## src/rtl/axis_pack_pkg.sv

```systemverilog
// Shared widths, the packed output word and the tkeep lookup for the byte packer.
package axis_pack_pkg;

  localparam int unsigned IN_W   = 8;
  localparam int unsigned OUT_W  = 32;
  localparam int unsigned LANES  = 4;
  localparam int unsigned CNT_W  = $clog2(LANES);
  localparam int unsigned ASM_W  = OUT_W - IN_W;
  localparam int unsigned STAT_W = 32;

  typedef struct packed {
    logic [OUT_W-1:0] data;
    logic [LANES-1:0] keep;
    logic             last;
  } word_t;

  // cnt is the lane index of the word's final byte, so cnt=0 means one byte
  function automatic logic [LANES-1:0] keep_from_cnt(input logic [CNT_W-1:0] cnt);
    logic [LANES-1:0] keep;
    unique case (cnt)
      2'd0:    keep = 4'b0001;
      2'd1:    keep = 4'b0011;
      2'd2:    keep = 4'b0111;
      default: keep = 4'b1111;
    endcase
    return keep;
  endfunction

endpackage

```

## src/rtl/axis_pack_hold.sv

```systemverilog
// Output register plus a single-word hold slot; absorbs one completed word while
// the sink stalls so the producer side never sees a combinational ready path.
module axis_pack_hold
  import axis_pack_pkg::*;
(
  input  logic  clk,
  input  logic  rstn,
  input  word_t word_i,
  input  logic  word_valid_i,
  input  logic  out_ready_i,
  output logic  out_valid_o,
  output word_t out_word_o,
  output logic  hold_valid_o
);

  logic  out_valid_q, out_valid_d;
  word_t out_word_q,  out_word_d;
  logic  hold_valid_q, hold_valid_d;
  word_t hold_word_q, hold_word_d;
  logic  out_free_c;

  // The producer is gated by ~hold_valid_q, so a new word never arrives while hold is full.
  always_comb begin
    out_valid_d  = out_valid_q;
    out_word_d   = out_word_q;
    hold_valid_d = hold_valid_q;
    hold_word_d  = hold_word_q;
    out_free_c   = ~out_valid_q | out_ready_i;

    if (out_free_c) begin
      if (hold_valid_q) begin
        out_word_d   = hold_word_q;
        out_valid_d  = 1'b1;
        hold_valid_d = 1'b0;
      end else if (word_valid_i) begin
        out_word_d  = word_i;
        out_valid_d = 1'b1;
      end else begin
        out_valid_d = 1'b0;
      end
    end else if (word_valid_i) begin
      hold_word_d  = word_i;
      hold_valid_d = 1'b1;
    end
  end

  always_ff @(posedge clk or negedge rstn) begin
    if (!rstn) begin
      out_valid_q  <= 1'b0;
      out_word_q   <= '0;
      hold_valid_q <= 1'b0;
      hold_word_q  <= '0;
    end else begin
      out_valid_q  <= out_valid_d;
      out_word_q   <= out_word_d;
      hold_valid_q <= hold_valid_d;
      hold_word_q  <= hold_word_d;
    end
  end

  assign out_valid_o  = out_valid_q;
  assign out_word_o   = out_word_q;
  assign hold_valid_o = hold_valid_q;

endmodule

```

## src/rtl/axis_byte_packer.sv

```systemverilog
// Packs a byte AXI-stream little-endian into 32-bit words, preserving tlast and
// marking partial final words with tkeep. Optional stats via AXIS_PACKER_STAT_EN.
module axis_byte_packer
  import axis_pack_pkg::*;
(
  input  logic              clk,
  input  logic              rstn,
  output logic              i_tready,
  input  logic              i_tvalid,
  input  logic [IN_W-1:0]   i_tdata,
  input  logic              i_tlast,
  input  logic              o_tready,
  output logic              o_tvalid,
  output logic [OUT_W-1:0]  o_tdata,
  output logic              o_tlast,
  output logic [LANES-1:0]  o_tkeep
`ifdef AXIS_PACKER_STAT_EN
  ,
  output logic [STAT_W-1:0] o_pkt_len,
  output logic [STAT_W-1:0] o_pkt_cnt
`endif
);

  logic [ASM_W-1:0] asm_data_q, asm_data_d;
  logic [CNT_W-1:0] asm_cnt_q,  asm_cnt_d;
  logic             accept_c;
  logic             word_valid_c;
  word_t            word_c;
  logic [OUT_W-1:0] lanes_c;
  logic [LANES-1:0] keep_c;
  logic             hold_valid;
  word_t            out_word;

  // Ready is the inverse of the hold flop only; o_tready never reaches it combinationally.
  assign i_tready = ~hold_valid;
  assign accept_c = i_tvalid & i_tready;

  // Assembly: drop the byte into lane asm_cnt and emit when full or at tlast.
  always_comb begin
    asm_data_d   = asm_data_q;
    asm_cnt_d    = asm_cnt_q;
    word_valid_c = 1'b0;
    word_c       = '0;
    lanes_c      = {IN_W'(0), asm_data_q};
    lanes_c[int'(asm_cnt_q)*IN_W +: IN_W] = i_tdata;
    keep_c       = keep_from_cnt(asm_cnt_q);
    for (int k = 0; k < LANES; k++) begin
      if (!keep_c[k]) lanes_c[k*IN_W +: IN_W] = '0;
    end

    if (accept_c) begin
      if (asm_cnt_q == CNT_W'(LANES-1) || i_tlast) begin
        word_valid_c = 1'b1;
        word_c.data  = lanes_c;
        word_c.keep  = keep_c;
        word_c.last  = i_tlast;
        asm_cnt_d    = '0;
        asm_data_d   = '0;
      end else begin
        asm_data_d = lanes_c[ASM_W-1:0];
        asm_cnt_d  = asm_cnt_q + CNT_W'(1);
      end
    end
  end

  always_ff @(posedge clk or negedge rstn) begin
    if (!rstn) begin
      asm_data_q <= '0;
      asm_cnt_q  <= '0;
    end else begin
      asm_data_q <= asm_data_d;
      asm_cnt_q  <= asm_cnt_d;
    end
  end

  axis_pack_hold u_hold (
    .clk          (clk),
    .rstn         (rstn),
    .word_i       (word_c),
    .word_valid_i (word_valid_c),
    .out_ready_i  (o_tready),
    .out_valid_o  (o_tvalid),
    .out_word_o   (out_word),
    .hold_valid_o (hold_valid)
  );

  assign o_tdata = out_word.data;
  assign o_tkeep = out_word.keep;
  assign o_tlast = out_word.last;

`ifdef AXIS_PACKER_STAT_EN
  logic [STAT_W-1:0] byte_cnt_q, byte_cnt_d;
  logic [STAT_W-1:0] pkt_len_q,  pkt_len_d;
  logic [STAT_W-1:0] pkt_cnt_q,  pkt_cnt_d;

  // Running byte count restarts at each tlast; both stats wrap naturally.
  always_comb begin
    byte_cnt_d = byte_cnt_q;
    pkt_len_d  = pkt_len_q;
    pkt_cnt_d  = pkt_cnt_q;
    if (accept_c) begin
      if (i_tlast) begin
        pkt_len_d  = byte_cnt_q + STAT_W'(1);
        pkt_cnt_d  = pkt_cnt_q + STAT_W'(1);
        byte_cnt_d = '0;
      end else begin
        byte_cnt_d = byte_cnt_q + STAT_W'(1);
      end
    end
  end

  always_ff @(posedge clk or negedge rstn) begin
    if (!rstn) begin
      byte_cnt_q <= '0;
      pkt_len_q  <= '0;
      pkt_cnt_q  <= '0;
    end else begin
      byte_cnt_q <= byte_cnt_d;
      pkt_len_q  <= pkt_len_d;
      pkt_cnt_q  <= pkt_cnt_d;
    end
  end

  assign o_pkt_len = pkt_len_q;
  assign o_pkt_cnt = pkt_cnt_q;
`endif

endmodule

```

## config.mk

```make
export PLATFORM = sky130hd
export DESIGN_NAME = axis_byte_packer
export DESIGN_NICKNAME = d
export VERILOG_FILES = /design/src/rtl/axis_pack_pkg.sv /design/src/rtl/axis_pack_hold.sv /design/src/rtl/axis_byte_packer.sv
export SDC_FILE = /design/constraint.sdc
export NUM_CORES = 1
export LEC_CHECK = 0
export ABC_AREA = 1
export CAP_MARGIN = 5
export CORE_ASPECT_RATIO = 1.25
export CORE_MARGIN = 2
export CORE_UTILIZATION = 40
export DETAILED_ROUTE_END_ITERATION = 7
export PLACE_DENSITY = 0.72
export SYNTH_ARGS = -nofsm -noshare
export SYNTH_HDL_FRONTEND = slang
export SYNTH_HIERARCHICAL = 1
export SYNTH_SLANG_ARGS = --single-unit
export TNS_END_PERCENT = 5
```

## constraint.sdc

```tcl
create_clock -name clk -period 2.8 [get_ports clk]
set_input_delay 0.28 -clock clk [delete_from_list [all_inputs] [get_ports clk]]
set_output_delay 0.28 -clock clk [all_outputs]
set_load 0.02 [all_outputs]
```

==> results.ini <==
[run_status]
status = complete, no violations

[global_routing]
grt_pass1_wl_um = 20020
grt_max_degree = 56
track_usage = 0.1788
grt_pass1_vias = 4212
antenna_found_initial = 0
overflow = 0

[clock_tree]
path_clk_slew_ns = 0.07
post_cts_buffers = 0
root_buffer = clkbuf_16
clk_latency_ns = 0.35
cts_hold_buf = 1
cts_buffers = 9
h-tree-depth = 3
cts_tree = yes
cts.path.max_buffers = 2
cts_resized = 0
numClockSinks = 102

[timing]
max_slew.worst_pin.slew_ns = 0.7745
rsz0062_at_grt = no
clock_skew_ns = 0.006312
setup_violations = 0
setup_tns_ns = 0
finalWorstSetupSlack_ns = 0.5280
slew_headroom = 0.4818
fin_crit_ns = 2.272
finalCritPeriodShare = 0.8114
slew_viol_final = 0
fmax_mhz = 440.1
final_hold_viol_count = 0

[final_layout]
fillers = 1243
stdcell_count = 918
syn2layout_area_growth_pct = 18.75
drive_gt1_frac = 0.06267
n_antenna_cell = 0
nets = 764

[place]
dp_hpwl_um = 7843
pre_cts_slack_ns = 0.5292
io_buffers = 51
globalplace.congestion = 0.8807
dp_cells = 901

[floorplanning]
die_area_mm2 = 0.01376
coreArea_mm2 = 0.01260
die-height_um = 130.6
die_w_um = 105.3
initial_core_util = 0.4071
num_io_pins = 52
row_count = 46

[power]
p_sw_frac = 0.2899
clkPwrFrac = 0.372
power.net_switching_mw = 1.033
power_frac_comb = 0.180
cellInternalPower_mw = 2.531
vdd_drop_max_v = 0.0002800
pwr_density_cell_mw_per_mm2 = 584.9
p_leak_nw = 3.261
seq_power_share = 0.449

[detailed_routing]
met3WireLength_um = 429
wl_met1_um = 5428
vias = 4322
wire_per_inst_um = 12.73
wl_met2_um = 5632
dr.pass1.iters = 4
post_drt_via_cell_ratio = 4.708
totalWireLength_um = 11680
top_layer = met4
drc = 0
first_iter_violations = 279
antenna_left = 0

[yosys]
ys_top_cells_by_area = dfrtp_1, nand2_1, a21oi_1
syn_area_mm2 = 0.005131
async_flop_share = 1.000
synth_edf_count = 0
synth-main-ff-cell = dfrtp_1
synth_top_area_frac = 0.4974
synth.distinct_cells = 22
ys_warn_count = 6
synthTopCellsByCount = nand2_1, dfrtp_1, a21oi_1
yosysSeqAreaShare = 0.4974
synth_nets = 720
synth-seq-cells = 102
syn_inst = 701
post-synth-top-count-cell = nand2_1
avgSynthCellArea_um2 = 7.320
yosysTopAreaCell = dfrtp_1

[critical_path]
critical_path_class = register to register
startpoint_type = register
crit_required_ns = 3.09
arrival_ns = 2.56
end_kind = register
worstPathMaxFanout = 13

[min_path]
min_path_type = register to register

[flow_run]
maxCapViolCount = 0

-- per-layer routing --
metal | global-route usage | vias up
met5 | 0 | -
met4 | 0.06588 | 0
met3 | 0.02431 | 15
met2 | 0.3070 | 73
met1 | 0.2320 | 2014
li1 | - | 2220
-- kinds of logic after synthesis --
logic type | count (synthesis) | share of synthesized area
and+or+nand+nor | 505 | 0.4004
DFF | 102 | 0.4974
buffers and inverters | 54 | 0.05414
AOI/OAI and AO/OA | 34 | 0.03341
adders and majority gates | 6 | 0.01463
-- final cells by class --
cell class	instances	area, µm²	share of cell area
sequential	102	2552	0.4189
multi-input combinational	545	2301	0.3776
timing repair buffer	58	600.6	0.09856
clock buffer	10	229.0	0.03758
tap	168	210.2	0.03450
inverter	29	113.9	0.01869
clock inverter	6	86.33	0.01417
-- registers in the layout (all words and copies together), names as in the netlist --
name	cells
asm_data_q	24
asm_cnt_q	2
u_hold/hold_word_q	37
u_hold/out_word_o	37
u_hold/hold_valid_o	1
u_hold/out_valid_o	1
-- final timing paths --
check                                       start  slack (ns)  cells past startpoint                     end
setup / recovery                     asm_cnt_q[0]        0.53                      9    u_hold/out_word_o[6]
hold reg to reg            u_hold/hold_word_q[10]        0.48                      2  u_hold/hold_word_q[10]
min in group asynchronous                    rstn        0.49                      2    u_hold/out_word_o[6]
max in group asynchronous                    rstn        1.61                      3  u_hold/hold_word_q[32]
setup reg to reg                     asm_cnt_q[0]        0.53                      9    u_hold/out_word_o[6]
hold / removal             u_hold/hold_word_q[10]        0.48                      2  u_hold/hold_word_q[10]
-- power by group through the flow --
| stage | clock, mW | combinational (mW) | sequential (mW) |
|---|---|---|---|
| final | 1.32 | 0.640 | 1.60 |
| after floorplan | 0 | 0.408 | 1.65 |
| after detailed placement | 0 | 0.642 | 1.63 |
| after global routing | 1.41 | 0.715 | 1.61 |
| after CTS | 1.36 | 0.648 | 1.60 |
| after global placement | 0 | 0.635 | 1.63 |
-- critical path: stages (launching register included) --
cell	delay, ns
dfrtp_1	0.48
inv_1	0.24
ha_1	0.40
nor2_1	0.39
nand3_1	0.17
a21oi_1	0.24
nand2_1	0.08
nand2_1	0.07
nand2_1	0.06
nand2_1	0.07
-- per-stage QoR --
stage                     total power [mW]  hold WS, ns  area [µm²]    util
after floorplan                      2.061     -0.01559        5131       -
after global placement               2.261       0.3436        5768  0.4576
after detailed placement             2.270       0.3475        5768  0.4576
after CTS                            3.607       0.4834        6093  0.4834
after global routing                 3.738       0.4960        6093  0.4834
final                                3.564       0.4774        6093  0.4834
-- placed cells by master (no fill, tap or decap) --
cell             synthesis  final
dlygate4sd3_1            0      1
inv_1                   21     21
inv_2                    5      5
clkdlybuf4s50_1          0     50
nand3_1                  8      8
clkinv_2                 0      2
ha_1                     6      6
buf_4                    8      4
nor2_8                   2      2
nand2_2                  8      8
nor2_1                  20     20
a21oi_1                 24     24
nand3_2                  1      1
clkinvlp_4               0      1
nand2_4                  1      1
inv_6                    1      1
nand2_1                450    450
clkinv_4                 0      1
dfrtp_1                102    102
clkinv_1                 2      2
clkbuf_16                0      9
o22ai_1                  1      1
nor2_4                   7      7
nand3b_1                 8      8
o21ai_1                  8      8
bufinv_16                0      2
o21ai_0                  1      1
clkbuf_1                 0      1
buf_12                   0      3
No activity file was read; power rests on OpenSTA's default activity.
